$ cat src/rtl/mul_operand_sequencer_if.sv
// Handshake and multiplier-bus bundle for the operand sequencer.
// slave = sequencer side, master = upstream/multiplier/result-sink side.
interface mul_operand_sequencer_if #(
    parameter int DW = 16
);
    logic          in_valid;
    logic          in_ready;
    logic [DW-1:0] in_a;
    logic [DW-1:0] in_b;
    logic [DW-1:0] mul_data;
    logic          mul_start;
    logic          mul_done;
    logic [DW-1:0] mul_product;
    logic          out_valid;
    logic          out_ready;
    logic [DW-1:0] out_product;
    logic          out_err;
    logic          busy;

    modport slave (
        input  in_valid, in_a, in_b, mul_done, mul_product, out_ready,
        output in_ready, mul_data, mul_start, out_valid, out_product, out_err, busy
    );

    modport master (
        output in_valid, in_a, in_b, mul_done, mul_product, out_ready,
        input  in_ready, mul_data, mul_start, out_valid, out_product, out_err, busy
    );
endinterface

$ cat src/rtl/mul_operand_sequencer.sv
// Operand-pair FIFO feeding a repeated-addition multiplier: drives A then B on the
// shared bus with start, waits for done (with watchdog), returns the product.
module mul_operand_sequencer #(
    parameter int DW         = 16,
    parameter int FIFO_DEPTH = 4,
    parameter int TIMEOUT    = 70000
) (
    input  logic                         clk,
    input  logic                         rst_n,
    mul_operand_sequencer_if.slave       bus
);
    localparam int AW  = $clog2(FIFO_DEPTH);
    localparam int WDW = $clog2(TIMEOUT + 1);
    localparam logic [AW:0]    FULL   = (AW+1)'(FIFO_DEPTH);
    localparam logic [WDW-1:0] WD_MAX = WDW'(TIMEOUT - 1);

    typedef struct packed {
        logic [DW-1:0] a;
        logic [DW-1:0] b;
    } pair_t;

    typedef enum logic [2:0] {IDLE, START, LDA, LDB, WAIT, DRAIN, RESP} state_t;

    pair_t         mem [FIFO_DEPTH];
    logic [AW-1:0] wr_ptr, rd_ptr;
    logic [AW:0]   count;
    logic          push, pop;
    pair_t         head;

    state_t        state;
    pair_t         job;
    logic [WDW-1:0] wd;
    logic [DW-1:0] mul_data_q, product_q;
    logic          mul_start_q, out_valid_q, err_q;

    assign bus.in_ready = (count != FULL);
    assign push = bus.in_valid && bus.in_ready;
    // Hold off a new job until the multiplier has dropped done from the last one.
    assign pop  = (state == IDLE) && (count != '0) && !bus.mul_done;
    assign head = mem[rd_ptr];

    always_ff @(posedge clk) begin
        if (push) mem[wr_ptr] <= '{a: bus.in_a, b: bus.in_b};
    end

    always_ff @(posedge clk or negedge rst_n) begin
        if (!rst_n) begin
            wr_ptr <= '0;
            rd_ptr <= '0;
            count  <= '0;
        end else begin
            if (push) wr_ptr <= wr_ptr + 1'b1;
            if (pop)  rd_ptr <= rd_ptr + 1'b1;
            count <= count + (AW+1)'(push) - (AW+1)'(pop);
        end
    end

    always_ff @(posedge clk or negedge rst_n) begin
        if (!rst_n) begin
            state       <= IDLE;
            job         <= '0;
            wd          <= '0;
            mul_data_q  <= '0;
            mul_start_q <= 1'b0;
            product_q   <= '0;
            err_q       <= 1'b0;
            out_valid_q <= 1'b0;
        end else begin
            case (state)
                IDLE: if (pop) begin
                    job       <= head;
                    product_q <= '0;
                    err_q     <= 1'b0;
                    if (head.a == '0 || head.b == '0) begin
                        state       <= RESP;
                        out_valid_q <= 1'b1;
                    end else begin
                        state       <= START;
                        mul_start_q <= 1'b1;
                        mul_data_q  <= head.a;
                    end
                end
                START: begin
                    state      <= LDA;
                    mul_data_q <= job.a;
                end
                LDA: begin
                    state      <= LDB;
                    mul_data_q <= job.b;
                end
                LDB: begin
                    state <= WAIT;
                    wd    <= '0;
                end
                WAIT: begin
                    // done is checked first so it wins over a same-cycle timeout
                    if (bus.mul_done) begin
                        product_q   <= bus.mul_product;
                        err_q       <= 1'b0;
                        state       <= DRAIN;
                        mul_start_q <= 1'b0;
                        mul_data_q  <= '0;
                        wd          <= '0;
                    end else if (wd == WD_MAX) begin
                        product_q   <= '0;
                        err_q       <= 1'b1;
                        state       <= DRAIN;
                        mul_start_q <= 1'b0;
                        mul_data_q  <= '0;
                        wd          <= '0;
                    end else begin
                        wd <= wd + 1'b1;
                    end
                end
                DRAIN: begin
                    state       <= RESP;
                    out_valid_q <= 1'b1;
                end
                RESP: if (bus.out_ready) begin
                    state       <= IDLE;
                    out_valid_q <= 1'b0;
                end
                default: state <= IDLE;
            endcase
        end
    end

    assign bus.mul_data    = mul_data_q;
    assign bus.mul_start   = mul_start_q;
    assign bus.out_valid   = out_valid_q;
    assign bus.out_product = product_q;
    assign bus.out_err     = err_q;
    assign bus.busy        = (state != IDLE) || (count != '0);
endmodule

$ cat src/flat_wrapper.sv
// flat-port wrapper written by rule: the top's interface ports become plain ports
module mul_operand_sequencer_flat 
#(
    parameter int DW         = 16,
    parameter int FIFO_DEPTH = 4,
    parameter int TIMEOUT    = 70000
)
  (clk, rst_n, bus_in_valid, bus_in_a, bus_in_b, bus_mul_done, bus_mul_product, bus_out_ready, bus_in_ready, bus_mul_data, bus_mul_start, bus_out_valid, bus_out_product, bus_out_err, bus_busy);
  mul_operand_sequencer_if #(.DW(DW)) bus_i ();
  input  logic clk;
  input  logic rst_n;
  input wire logic [$bits(bus_i.in_valid)-1:0] bus_in_valid;
  input wire logic [$bits(bus_i.in_a)-1:0] bus_in_a;
  input wire logic [$bits(bus_i.in_b)-1:0] bus_in_b;
  input wire logic [$bits(bus_i.mul_done)-1:0] bus_mul_done;
  input wire logic [$bits(bus_i.mul_product)-1:0] bus_mul_product;
  input wire logic [$bits(bus_i.out_ready)-1:0] bus_out_ready;
  output wire logic [$bits(bus_i.in_ready)-1:0] bus_in_ready;
  output wire logic [$bits(bus_i.mul_data)-1:0] bus_mul_data;
  output wire logic [$bits(bus_i.mul_start)-1:0] bus_mul_start;
  output wire logic [$bits(bus_i.out_valid)-1:0] bus_out_valid;
  output wire logic [$bits(bus_i.out_product)-1:0] bus_out_product;
  output wire logic [$bits(bus_i.out_err)-1:0] bus_out_err;
  output wire logic [$bits(bus_i.busy)-1:0] bus_busy;
  assign bus_i.in_valid = bus_in_valid;
  assign bus_i.in_a = bus_in_a;
  assign bus_i.in_b = bus_in_b;
  assign bus_i.mul_done = bus_mul_done;
  assign bus_i.mul_product = bus_mul_product;
  assign bus_i.out_ready = bus_out_ready;
  assign bus_in_ready = bus_i.in_ready;
  assign bus_mul_data = bus_i.mul_data;
  assign bus_mul_start = bus_i.mul_start;
  assign bus_out_valid = bus_i.out_valid;
  assign bus_out_product = bus_i.out_product;
  assign bus_out_err = bus_i.out_err;
  assign bus_busy = bus_i.busy;
  mul_operand_sequencer #(.DW(DW), .FIFO_DEPTH(FIFO_DEPTH), .TIMEOUT(TIMEOUT)) u_core (.clk(clk), .rst_n(rst_n), .bus(bus_i));
endmodule
$ cat config.mk
export PLATFORM = sky130hd
export DESIGN_NAME = mul_operand_sequencer_flat
export DESIGN_NICKNAME = d
export VERILOG_FILES = /design/src/rtl/mul_operand_sequencer_if.sv /design/src/rtl/mul_operand_sequencer.sv /design/src/flat_wrapper.sv
export SDC_FILE = /design/constraint.sdc
export NUM_CORES = 1
export LEC_CHECK = 0
export ABC_AREA = 1
export ABC_CLOCK_PERIOD_IN_PS = 5150
export CAP_MARGIN = 25
export CORE_ASPECT_RATIO = 0.75
export CORE_MARGIN = 3
export CORE_UTILIZATION = 57
export CTS_CLUSTER_SIZE = 14
export DETAILED_ROUTE_END_ITERATION = 6
export DONT_BUFFER_PORTS = 1
export PLACE_DENSITY = 0.72
export SLEW_MARGIN = 40
export SYNTH_ARGS = -nofsm -noshare
export SYNTH_HDL_FRONTEND = slang
export SYNTH_SLANG_ARGS = --single-unit
export TNS_END_PERCENT = 100
$ cat constraint.sdc
create_clock -name clk -period 5.15 [get_ports clk]
set_input_delay 1.2875 -clock clk [delete_from_list [all_inputs] [get_ports clk]]
set_output_delay 1.2875 -clock clk [all_outputs]
set_load 0.01 [all_outputs]
* Yosys cells after proc, flatten, opt, wreduce, memory -nomap -nowiden
Memory sizes are Yosys's and may differ from the RTL's.
Index checks and enable logic that the tools add are counted.
** Word-level totals
- Bits of input ports :: 53
- Output and inout port bits :: 37
- Memories :: 1
- Bits in read-only memories :: 0
- Flip-flop bits (word level) :: 94
- Bits in writable memories :: 128
- Bits in latches :: 0
- Logic and storage cells :: 84
** Operators by class
- Eq/ne operators :: 13
- Div/mod/pow operators :: 0
- Multiplexer cells :: 32
- Magnitude comparators :: 0
- Shift-type cells :: 0
- $add $sub $neg :: 5
- Bitwise operators :: 0
- $mul :: 0
- Reductions and logical operators :: 21
** Memories
- u_core.mem :: depth 4, bits a word 32, rd ports 1, clocked after memory_dff 0, write ports 1, line mul_operand_sequencer.sv:24 : pair_t mem [FIFO_DEPTH];
** Operators with widths (count)
- 2-to-1 mux 16 bit :: 6
- one-hot mux 16 bit (4 select lines) :: 1
- 2-to-1 mux 17 bit :: 2
- one-hot mux 17 bit (2 select lines) :: 1
- zero test 16 bit :: 2
- one-hot mux 16 bit (2 select lines) :: 1
- one-hot mux 3 bit (7 select lines) :: 1
- adder 17 x 1 -> 17 bit (second input constant) :: 1
- == test 17 bit (second input constant) :: 1
- 2-to-1 mux 3 bit :: 5
- 2-to-1 mux 1 bit :: 12
- AND reduction 4 bit :: 3
- == test 3 bit (second input constant) :: 3
- nonzero test 3 bit :: 3
- == test 3 x 2 -> 1 bit (second input constant) :: 2
- != test 2 bit (second input constant) :: 3
- AND reduction 3 bit :: 2
- adder 2 x 1 -> 2 bit (second input constant) :: 2
- one-hot mux 1 bit (2 select lines) :: 2
- nonzero test 2 bit :: 2
- nonzero test 4 bit :: 1
- adder 3 x 1 -> 3 bit :: 1
- == test 3 x 1 -> 1 bit (second input constant) :: 1
- logical AND 1 bit :: 3
- other kinds (9) :: 10

* Depth between registers and ports, before layout
Gate-level depths: netlist of run 1.
An unclocked memory read counts as a cell.
- Depth after elaboration :: 6
- Mapped depth :: 16
- Mapped depth without buffers :: 14

* Worst setup path before layout of run 1
OpenSTA, ideal clock, no wires.
- Path type :: in2reg
- Start :: in bus_mul_done
- End :: reg u_core.count[2]
- Arrival :: 3.111 ns
- Data required time :: 5.027 ns
- Stages :: 10
- Buffers on the path :: 3
- Setup time :: 0.123 ns
- Path slack :: 1.916 ns
- Path through :: clkbuf_1 -> nor3_1 -> buf_2 -> clkbuf_1 -> ha_1 -> inv_1 -> ha_1 -> inv_1 -> fa_1 -> xnor2_1
** Between the ends
- Word-level cells in the longest chain between the ends :: 3
** Ends and longest elaborated chain
- from (decl) :: line flat_wrapper.sv:15 : input wire logic [$bits(bus_i.mul_done)-1:0] bus_mul_done;
- zero test 1 bit :: line mul_operand_sequencer.sv:39 : assign pop = (state == IDLE) && (count != '0) && !bus.mul_done;
- logical AND 1 bit :: line mul_operand_sequencer.sv:39
- via u_core.pop :: line mul_operand_sequencer.sv:27 : logic push, pop;
- subtractor 3 x 1 -> 3 bit :: line mul_operand_sequencer.sv:54 : count <= count + (AW+1)'(push) - (AW+1)'(pop);
- to (signal assigned) :: line mul_operand_sequencer.sv:54
- to (decl) :: line mul_operand_sequencer.sv:26 : logic [AW:0] count;
The timed path passes the listed nets, and every way through them passes these cells.
A chain may end at the register's enable or synchronous reset.

* Worst setup path after layout of run 1
- Start :: reg u_core.rd_ptr[1]
- End :: reg u_core.mul_data_q[9], in the netlist u_core.bus.mul_data[9]
** Between the ends
- Word-level cells in the longest chain between the ends :: 5
- Elaborated cells between the ends (all ways) :: 9
- Classes of those cells :: eq/ne (1); mux (3); reduce/logical (4); memory (1)
** Ends and longest elaborated chain
- from (decl) :: line mul_operand_sequencer.sv:25 : logic [AW-1:0] wr_ptr, rd_ptr;
- from (signal assigned) :: line mul_operand_sequencer.sv:53 : if (pop) rd_ptr <= rd_ptr + 1'b1;
- memory (4 x 32 bit) (*)
- zero test 16 bit :: line mul_operand_sequencer.sv:74 : if (head.a == '0 || head.b == '0) begin
- logical OR 1 bit :: line mul_operand_sequencer.sv:74
- != test 2 bit (no line)
- AND reduction 4 bit (no line)
- to (signal assigned) :: line mul_operand_sequencer.sv:80 : mul_data_q <= head.a;
- to (signal assigned) :: line mul_operand_sequencer.sv:85 : mul_data_q <= job.a;
- to (signal assigned) :: line mul_operand_sequencer.sv:89 : mul_data_q <= job.b;
- to (decl) :: line mul_operand_sequencer.sv:33 : logic [DW-1:0] mul_data_q, product_q;
Mark *: on every way between the ends. The rest lies on a longest branch, timed or not. The select of a mux whose other input is x is not followed.

==> flow_summary.toml, run 1 <==
[synthesis]
synthCells = 927
synth_area_mm2 = 0.00947
yosysSeqAreaShare_pct = 65.4
ys_warn_count = 0
ys_seq_elements = 222
synth.distinct_cells = 34
mappedNetlistNets = 988
syn_avg_cell_area_um2 = 10.2

[power_and_ir_drop]
switching_power_uw = 2450
max-vdd-ir-drop_uv = 376
intPower_uw = 3910
power_switching_share_pct = 38.5
clkPwrFrac_pct = 23.3
p_comb_share_pct = 34.3
p_per_area_mw_per_mm2 = 618
p_total_uw = 6360
power.leakage_uw = 0.00441
seqPwrFrac_pct = 42.4

[global_routing]
overflow = 0
grt_use_total_pct = 21.6
first_global_vias = 6306
grt_pass1_wl_um = 32100
grt_max_degree = 95
antenna_found_initial = 0

[route]
vias = 6271
drtIter0Drc = 495
vias_per_cell = 5.48
wire_per_inst_um = 16.9
postRouteAntennaNets = 0
wl_um = 19400
drc = 0
drt_first_pass_iters = 5

[critical_path]
required_ns = 5.53
critPathLaunchType = "register"
crit_path_max_fanout = 33
cp.buffers_inverters = 3
cp_slowest_cell = "nand2_1"
path_class = "register to register"
cp_slowest_stage_delay_ns = 0.49
cp_top_family = "simple AND/OR/NAND/NOR gates"
crit_top_cell = "nand2_1"
worstPathCellList = "buf_4 -> inv_1 -> buf_4 -> nand3_1 -> nand2_1 -> nand4_1 -> nor2_1 -> nand2_1 -> nand2_1 -> nand2_1 -> nand3_2 -> nand2_1 -> nand2_1"
cp.arrival_ns = 3.66
reg2reg_depth = 13
rrSetupSlack_ns = 1.87
worst-path-stages = 13
cp-end-kind = "register"

[timing]
rsz0062_at_grt = "false"
slew_headroom_pct = 49.8
worst_pin_slew_ns = 0.748
period_minus_slack_ns = 3.28
hold_viol_final = 0
fin_worst_skew_ns = 0.0128
post-route-period-util_pct = 63.7
holdWs_ns = 0.480
drv_slew = 0
fmax_mhz = 305
finalSetupViolations = 0
setup_tns_ns = 0

[placed_design]
gp_congestion = 0.869
port_buffers = 0
hpwl_um = 12800

[cts]
postCtsHoldBufs = 0
postCtsSetupBuffers = 0
cts_resized = 0
ctsLongestPathBuffers = 3
root_buffer = "clkbuf_16"
cts.reportedPaths.clkPinSlew_ns = 0.06
insertion_delay_ns = 0.50
cts_buffers = 22
clock-sinks = 222
cts_tree = "built"
htree_levels = 1

[floorplanning]
ios = 90
die-area_mm2 = 0.0182
rows = 40
core_mm2 = 0.0162
die_w_um = 155
start_util_pct = 58.6
dieHeight_um = 118

[flow_run]
timing.max_cap.violations = 0

[final_layout]
num_antenna_cells = 0
fillers = 1255
drive_above_1_share_pct = 5.89
num-nets-final = 980
syn_to_final_growth_pct = 8.60

[min_path]
hold_class = "input port to async pin"

[outcome]
status = "finished, final reports clean"
[power by group through the flow]
stage,combinational [uW],clock [uW],sequential [uW]
CTS,2190,1500,2700
floorplan,1670,0,2650
global placement,2130,0,2730
detailed placement,2180,0,2730
finish,2180,1480,2700
global route,2510,1570,2750
[stage by stage]
step	setup slack (ns)	utilization, %	cell area [um2]	std cells
after floorplan	1.92	-	9470	927
after global placement	2.00	59.4	9610	1105
after detailed placement	1.89	59.5	9610	1105
after CTS	1.88	63.6	10300	1144
after global routing	1.54	63.6	10300	1144
final	1.87	63.6	10300	1144
[layout make-up]
| type | count | area [um2] | share of cell area, % |
|---|---|---|---|
| Tap cell | 210 | 263 | 2.56 |
| Sequential cell | 222 | 6200 | 60.3 |
| Inverter | 86 | 325 | 3.16 |
| Clock buffer | 31 | 626 | 6.08 |
| Multi-Input combinational cell | 577 | 2750 | 26.8 |
| Timing Repair Buffer | 10 | 75.1 | 0.730 |
| Clock inverter | 8 | 42.5 | 0.414 |
[routing by layer]
layer | vias to the layer above | track usage, % | routed length [um]
li1 | 3084 | - | -
met1 | 2937 | 31.9 | 8800
met2 | 208 | 32.4 | 8560
met3 | 42 | 5.55 | 1620
met4 | 0 | 5.57 | 401
met5 | - | 0 | 0
[logic make-up after synthesis]
kind of cell | share of synthesized area [%]
xor+xnor | 0.925
fa+ha+maj | 1.14
compound gates | 5.84
buf+inv | 5.70
simple gates | 21.0
flops | 65.4
[sequential cells by signal, indices dropped and copies added (netlist names)]
| signal | cells |
|---|---|
| u_core.mem | 128 |
| u_core.job | 32 |
| u_core.wd | 17 |
| u_core.bus.mul_data | 16 |
| u_core.bus.out_product | 16 |
| u_core.count | 3 |
| u_core.state | 3 |
| u_core.rd_ptr | 2 |
| u_core.wr_ptr | 2 |
| u_core.bus.mul_start | 1 |
| u_core.bus.out_err | 1 |
| u_core.bus.out_valid | 1 |
[layout by cell type (no fill, tap or decap), types with 2 or more instances in the layout]
cell type | synthesis | layout
xnor2_1 | 2 | 2
nand4_1 | 22 | 22
ha_1 | 7 | 7
nor2_1 | 42 | 38
inv_4 | 0 | 2
inv_1 | 83 | 82
o211ai_1 | 17 | 17
a21oi_1 | 4 | 4
nand2_1 | 318 | 318
clkinv_1 | 2 | 5
o21ai_0 | 38 | 38
xor2_1 | 8 | 8
clkbuf_1 | 12 | 6
nand3_1 | 79 | 79
buf_4 | 9 | 10
edfxtp_1 | 128 | 128
nor3_1 | 11 | 10
clkbuf_16 | 0 | 23
clkbuf_8 | 0 | 2
dfrtp_1 | 94 | 93
nor2_2 | 0 | 4
a32o_1 | 16 | 16
clkinv_2 | 0 | 3
[worst paths after layout]
kind / from / endpoint
worst min-delay path: rst_n / u_core.wd[7]$_DFFE_PN0P_
worst min register to register: u_core.job[1]$_DFFE_PN0P_ / u_core.job[1]$_DFFE_PN0P_
worst max-delay path: u_core.rd_ptr[1]$_DFFE_PN0P_ / u_core.bus.mul_data[9]$_DFFE_PN0P_
worst max register to register: u_core.rd_ptr[1]$_DFFE_PN0P_ / u_core.bus.mul_data[9]$_DFFE_PN0P_
min in group clk: u_core.job[1]$_DFFE_PN0P_ / u_core.job[1]$_DFFE_PN0P_
max in group asynchronous: rst_n / u_core.bus.mul_data[1]$_DFFE_PN0P_
[cell usage after synthesis]
cell | count | share of area (%)
nand3_1 | 79 | 4.2
buf_1 | 1 | 0.040
nand3_2 | 1 | 0.11
inv_2 | 1 | 0.040
nor3_2 | 1 | 0.11
o211ai_1 | 17 | 1.3
nor2_1 | 42 | 1.7
nand2_1 | 318 | 13
o21ai_2 | 1 | 0.093
inv_1 | 83 | 3.3
nand2_2 | 1 | 0.066
nor4_1 | 1 | 0.066
or2_2 | 1 | 0.066
a211oi_1 | 1 | 0.079
dfrtp_1 | 94 | 25
o31ai_1 | 1 | 0.079
xor2_1 | 8 | 0.74
ha_1 | 7 | 0.93
clkinv_1 | 2 | 0.079
nand4_1 | 22 | 1.5
a21oi_2 | 1 | 0.093
nor3_1 | 11 | 0.58
edfxtp_1 | 128 | 41
buf_2 | 20 | 1.1
xnor2_1 | 2 | 0.19
a21oi_1 | 4 | 0.21
o21ai_4 | 1 | 0.17
fa_1 | 1 | 0.21
a31oi_1 | 1 | 0.066
buf_4 | 9 | 0.71
a32o_1 | 16 | 1.7
o21ai_0 | 38 | 2.0
or2_0 | 1 | 0.066
clkbuf_1 | 12 | 0.48
Note: power is estimated with default switching activity, not from simulation.
==> run 2, diff against run 1 <==
--- a/config.mk
+++ b/config.mk
@@ -6,7 +6,7 @@
 export NUM_CORES = 1
 export LEC_CHECK = 0
 export ABC_AREA = 1
-export ABC_CLOCK_PERIOD_IN_PS = 5150
+export ABC_CLOCK_PERIOD_IN_PS = 3000
 export CAP_MARGIN = 25
 export CORE_ASPECT_RATIO = 0.75
 export CORE_MARGIN = 3
@@ -14,7 +14,7 @@
 export CTS_CLUSTER_SIZE = 14
 export DETAILED_ROUTE_END_ITERATION = 6
 export DONT_BUFFER_PORTS = 1
-export PLACE_DENSITY = 0.72
+export PLACE_DENSITY = 0.75
 export SLEW_MARGIN = 40
 export SYNTH_ARGS = -nofsm -noshare
 export SYNTH_HDL_FRONTEND = slang
==> constraint.sdc (replaced) <==
create_clock -name clk -period 3 [get_ports clk]
set_input_delay 0.75 -clock clk [delete_from_list [all_inputs] [get_ports clk]]
set_output_delay 0.75 -clock clk [all_outputs]
set_load 0.01 [all_outputs]
==> run 2 against run 1 <==
Clock skew shrank 0.00086 ns. Count of clock-buffer cells in the layout rose by 1. Core utilization up 1.1 points. Sequential share of layout area is 0.99 points lower. Register-to-register slack got worse by 1.5 ns. Via count increased by 3.3%. Global-route usage grew 0.69 points. Hold slack got worse by 0.31 ns. Power up 78%.
==> flow_summary.toml, run 2 (synthesis results as in run 1) <==
[outcome]
status = "finished, final reports clean"

[placed_design]
pre_cts_slack_ns = 0.396
hpwl_um = 12800
gp_congestion = 0.866
port_buffers = 0

[critical_path]
cp-end-kind = "register"
cp_slowest_cell = "dfrtp_2"
crit_path_max_fanout = 22
cp.arrival_ns = 3.03
cp_slowest_stage_delay_ns = 0.42
required_ns = 3.39
cp_top_family = "simple AND/OR/NAND/NOR gates"
path_class = "register to register"
worstPathCellList = "inv_2 -> buf_4 -> nand2_1 -> nand3_1 -> nand2_1 -> nand4_1 -> nor2_1 -> nand2_1 -> nand2_1 -> nand2_1 -> nand3_2 -> nand2_1 -> nand2_1"
cp.buffers_inverters = 2
rrSetupSlack_ns = 0.36
crit_top_cell = "nand2_1"
critPathLaunchType = "register"

[power_and_ir_drop]
max-vdd-ir-drop_uv = 577
clkPwrFrac_pct = 24.7
power_switching_share_pct = 38.1
p_per_area_mw_per_mm2 = 1080
intPower_uw = 6990
p_comb_share_pct = 34.1
seqPwrFrac_pct = 41.2
switching_power_uw = 4300
power.leakage_uw = 0.00450

[route]
drc = 0
wire_per_inst_um = 17.1
postRouteAntennaNets = 0
vias_per_cell = 5.60
vias = 6480
wl_um = 19700
drt_first_pass_iters = 5
drtIter0Drc = 633

[floorplanning]
die-area_mm2 = 0.0182
die_w_um = 155
core_mm2 = 0.0162
rows = 40
start_util_pct = 58.6
ios = 90
dieHeight_um = 118

[timing]
finalSetupViolations = 0
hold_viol_final = 0
fmax_mhz = 379
slew_headroom_pct = 53.6
period_minus_slack_ns = 2.64
drv_slew = 0
rsz0062_at_grt = "false"
setup_tns_ns = 0
fin_worst_skew_ns = 0.0120
worst_pin_slew_ns = 0.696
holdWs_ns = 0.169
post-route-period-util_pct = 87.9
fin_ws_ns = 0.362

[global_routing]
grt_max_degree = 95
grt_pass1_wl_um = 33000
overflow = 0
grt_use_total_pct = 22.3
first_global_vias = 6344
antenna_found_initial = 0

[cts]
ctsLongestPathBuffers = 3
postCtsSetupBuffers = 0
clock-sinks = 222
cts_buffers = 23
insertion_delay_ns = 0.51
root_buffer = "clkbuf_16"
htree_levels = 1
cts_tree = "built"
cts.reportedPaths.clkPinSlew_ns = 0.06

[final_layout]
syn_to_final_growth_pct = 10.4
num_antenna_cells = 0
num-nets-final = 991
layout_common_cells = "nand2_1 (318), edfxtp_1 (128), dfrtp_1 (93), inv_1 (82), nand3_1 (79)"
largest-register = "u_core.mem"
layout_commonest_cell = "nand2_1"
drive_above_1_share_pct = 7.29
largestRegisters = "u_core.mem (128), u_core.job (32), u_core.wd (17)"
largest_reg_flops = 128

[flow_run]
timing.max_cap.violations = 0

[min_path]
hold_class = "input port to async pin"
-- run 2: cell count changes in the layout (fill, tap and decap cells not counted), sizes merged --
cell    change
inv         +1
clkbuf      +1
buf        +10
bufinv      +2
clkinv      -1
-- run 2: what timing repair did --
action                     CTS  global route
resized for setup            0             1
setup endpoints to repair    0             1
hold endpoints to repair    94             0
hold buffers                 1             0
-- run 2: cell type report --
type | instances | area (um2)
Multi-Input combinational cell | 577 | 2750
Fill cell | 1231 | 5710
Clock inverter | 10 | 109
Tap cell | 210 | 263
Sequential cell | 222 | 6200
Timing Repair Buffer | 20 | 183
Clock buffer | 32 | 629
Inverter | 86 | 327
-- run 2: power by group through the flow --
stage	Sequential, uW	Combinational, uW	Clock [uW]
6_report	4650	3850	2790
5_1_grt	4740	4410	2950
4_1_cts	4650	3840	2820
3_5_place_dp	4710	3780	0
3_3_place_gp	4690	3680	0
2_1_floorplan	4560	2870	0
-- run 2: stage by stage --
| stage | instances | total power (uW) | util, % | cell area, um2 |
|---|---|---|---|---|
| finish | 1157 | 11300 | 64.7 | 10500 |
| global route | 1157 | 12100 | 64.7 | 10500 |
| CTS | 1157 | 11300 | 64.7 | 10500 |
| detailed placement | 1114 | 8490 | 59.9 | 9690 |
| global placement | 1114 | 8370 | 59.9 | 9690 |
| floorplan | 927 | 7430 | - | 9470 |
-- run 2: final timing paths --
| path | from | to | depth (start not counted) |
|---|---|---|---|
| max in group asynchronous | rst_n | u_core.rd_ptr[0]$_DFFE_PN0P_ | 1 |
| max | u_core.rd_ptr[0]$_DFFE_PN0P_ | u_core.bus.mul_data[14]$_DFFE_PN0P_ | 13 |
| min | rst_n | u_core.job[19]$_DFFE_PN0P_ | 1 |
| min reg2reg | u_core.job[2]$_DFFE_PN0P_ | u_core.job[2]$_DFFE_PN0P_ | 2 |
| max reg2reg | u_core.rd_ptr[0]$_DFFE_PN0P_ | u_core.bus.mul_data[14]$_DFFE_PN0P_ | 13 |
| min in group clk | bus_in_b[0] | u_core.mem[1][0]$_DFFE_PP_ | 0 |
-- run 2: per-layer routing --
layer / track usage (%) / vias to the layer above / share of wire (%)
met1: 33.2 / 3095 / 45
met5: 0 / - / 0
met4: 6.34 / 0 / 2.3
li1: - / 3109 / -
met2: 33.1 / 233 / 45
met3: 5.48 / 43 / 8.6
==> run 3, diff against run 2 <==
--- a/config.mk
+++ b/config.mk
@@ -11,9 +11,11 @@
 export CORE_ASPECT_RATIO = 0.75
 export CORE_MARGIN = 3
 export CORE_UTILIZATION = 57
+export CTS_BUF_LIST = sky130_fd_sc_hd__clkbuf_4 sky130_fd_sc_hd__clkbuf_8
 export CTS_CLUSTER_SIZE = 14
 export DETAILED_ROUTE_END_ITERATION = 6
 export DONT_BUFFER_PORTS = 1
+export HOLD_SLACK_MARGIN = 0.15
 export PLACE_DENSITY = 0.75
 export SLEW_MARGIN = 40
 export SYNTH_ARGS = -nofsm -noshare
==> constraint.sdc (replaced) <==
create_clock -name clk -period 3 [get_ports clk]
set_input_delay 0.45 -clock clk [delete_from_list [all_inputs] [get_ports clk]]
set_output_delay 0.45 -clock clk [all_outputs]
set_load 0.01 [all_outputs]
==> run 3 against run 2 <==
Hold slack gained 0.033 ns. Wire length up 6.3%. Sequential cell count unchanged. Sequential power is essentially flat. Die area stayed put. Clock power down 7.2%. Worst setup slack improved by 0.046 ns. First-iteration DRC count down 6.6%. Core utilization rose by 2.9 points. Power fell by 0.98%. Critical path depth decreased by 7. Count of clock-buffer cells in the layout increased by 22. Critical endpoint is now u_core.job[9]$_DFFE_PN0P_. Largest cell class unchanged.
==> flow_summary.toml, run 3 (synthesis results as in run 1) <==
[power_and_ir_drop]
max-vdd-ir-drop_uv = 542
p_per_area_mw_per_mm2 = 1020
power.leakage_uw = 0.00474

[route]
wire_per_inst_um = 17.1
vias = 6755
drtIter0Drc = 591
postRouteAntennaNets = 0
drt_first_pass_iters = 5
drc = 0
vias_per_cell = 5.49
wl_um = 21000

[final_layout]
layout_commonest_cell = "nand2_1"
largestRegisters = "u_core.mem (128), u_core.job (32), u_core.wd (17)"
num_antenna_cells = 0
num-nets-final = 1054
layout_common_cells = "nand2_1 (318), edfxtp_1 (128), dfrtp_1 (93), inv_1 (82), nand3_1 (79)"
largest_reg_flops = 128
largest-register = "u_core.mem"
syn_to_final_growth_pct = 15.4
stdcell_count = 1230
drive_above_1_share_pct = 9.51
fillers = 1197

[critical_path]
critPathLaunchType = "register"
path_class = "register to register"
cp.arrival_ns = 3.00
crit_path_max_fanout = 37
rrSetupSlack_ns = 0.41
setup.worst_path.end = "u_core.job[9]$_DFFE_PN0P_"
cp_slowest_stage_delay_ns = 0.68
worstPathCellList = "nor2_1 -> nand2_1 -> nor3_2 -> buf_4 -> clkinv_1 -> o21ai_0"
cp_top_family = "buffers and inverters"
regToRegEndpoint = "u_core.job[9]$_DFFE_PN0P_"
critPathLaunch = "u_core.state[1]$_DFFE_PN0P_"
reg2reg_depth = 6
cp_slowest_cell = "clkinv_1"
cp.buffers_inverters = 2
worst-path-stages = 6
r2r-start = "u_core.state[1]$_DFFE_PN0P_"
required_ns = 3.40
cp-end-kind = "register"

[cts]
cts.reportedPaths.clkPinSlew_ns = 0.06
htree_levels = 2
cts_buffers = 35
clock-sinks = 222
insertion_delay_ns = 0.53
root_buffer = "clkbuf_8"
cts_tree = "built"
ctsLongestPathBuffers = 3

[timing]
hold_viol_final = 0
finalSetupViolations = 0
holdWs_ns = 0.201
post-route-period-util_pct = 86.4
worst_pin_slew_ns = 0.753
rsz0062_at_grt = "false"
slew_headroom_pct = 49.8
period_minus_slack_ns = 2.59
fmax_mhz = 386
fin_worst_skew_ns = 0.0265
drv_slew = 0
setup_tns_ns = 0

[floorplanning]
die-area_mm2 = 0.0182
die_w_um = 155
core_mm2 = 0.0162
start_util_pct = 58.6
dieHeight_um = 118
ios = 90
rows = 40

[global_routing]
antenna_found_initial = 0
grt_max_degree = 95
first_global_vias = 6567
overflow = 0
grt_pass1_wl_um = 34500
grt_use_total_pct = 23.6

[min_path]
hold_class = "input port to register"
hold_start = "bus_mul_done"

[outcome]
status = "finished, final reports clean"

[placed_design]
gp_congestion = 0.887
port_buffers = 0
place_inst = 1114
hpwl_um = 12900

[flow_run]
timing.max_cap.violations = 0
==> run 3: cell count changes in the layout (fill, tap and decap cells not counted), sizes merged <==
cell and delta:
bufinv -2, clkbuf +22, clkinv +2, clkinvlp -1
dlygate4sd3 +51, inv +1
==> run 3: layer usage <==
metal / routed length, um / up-vias / GRT usage (%)
li1: - / 3252 / -
met1: 9470 / 3226 / 35.2
met2: 9430 / 234 / 35.1
met3: 1570 / 43 / 5.26
met4: 510 / 0 / 7.39
met5: 0 / - / 0
==> run 3: layout make-up <==
type,instances,area [um2],area share (%)
repair buffers,71,681,6.23
clock buffers,54,656,6.00
well taps,210,263,2.40
inverters,86,323,2.95
flip-flops and latches,222,6200,56.7
clock inverters,10,62.6,0.572
multi-input cells,577,2750,25.1
==> run 3: power by group <==
group / switching [uW] / total, uW / leakage (uW) / internal, uW
sequential: 497 / 4640 / 0.00238 / 4140
clock: 1180 / 2590 / 0.000392 / 1410
combinational: 2720 / 3950 / 0.00197 / 1240
==> run 3: stage by stage <==
| step | instance area, um2 | power, uW | worst slack (ns) | utilization, % |
|---|---|---|---|---|
| floorplan | 9470 | 7430 | 0.490 | - |
| global placement | 9670 | 8390 | 0.683 | 59.8 |
| detailed placement | 9670 | 8500 | 0.591 | 59.8 |
| CTS | 10900 | 11200 | 0.558 | 67.6 |
| global route | 10900 | 12000 | 0.0330 | 67.6 |
| finish | 10900 | 11200 | 0.408 | 67.6 |
==> run 3: worst min-delay path by stage <==
stage | endpoint | slack, ns | depth (start not counted)
global placement | u_core.bus.mul_data[11]$_DFFE_PN0P_ | 0.16 | 0
global route | u_core.wd[0]$_DFFE_PN0P_ | 0.23 | 3
CTS | u_core.wd[0]$_DFFE_PN0P_ | 0.19 | 3
detailed placement | u_core.bus.mul_data[11]$_DFFE_PN0P_ | 0.16 | 0
finish | u_core.wd[0]$_DFFE_PN0P_ | 0.20 | 3
floorplan | u_core.bus.mul_data[0]$_DFFE_PN0P_ | 0.15 | 0
==> run 3: timing repair <==
action | CTS | global route
gates resized for setup | 0 | 0
hold buffers | 52 | 0
hold endpoints to repair | 240 | 0
buffers inserted | 0 | 0
==> run 3: worst register-to-register path, cell delays in order, from the launching register on <==
cell and delay [ns]:
dfrtp_1 0.40, nor2_1 0.22, nand2_1 0.15, nor3_2 0.22, buf_4 0.37, clkinv_1 0.69
o21ai_0 0.42
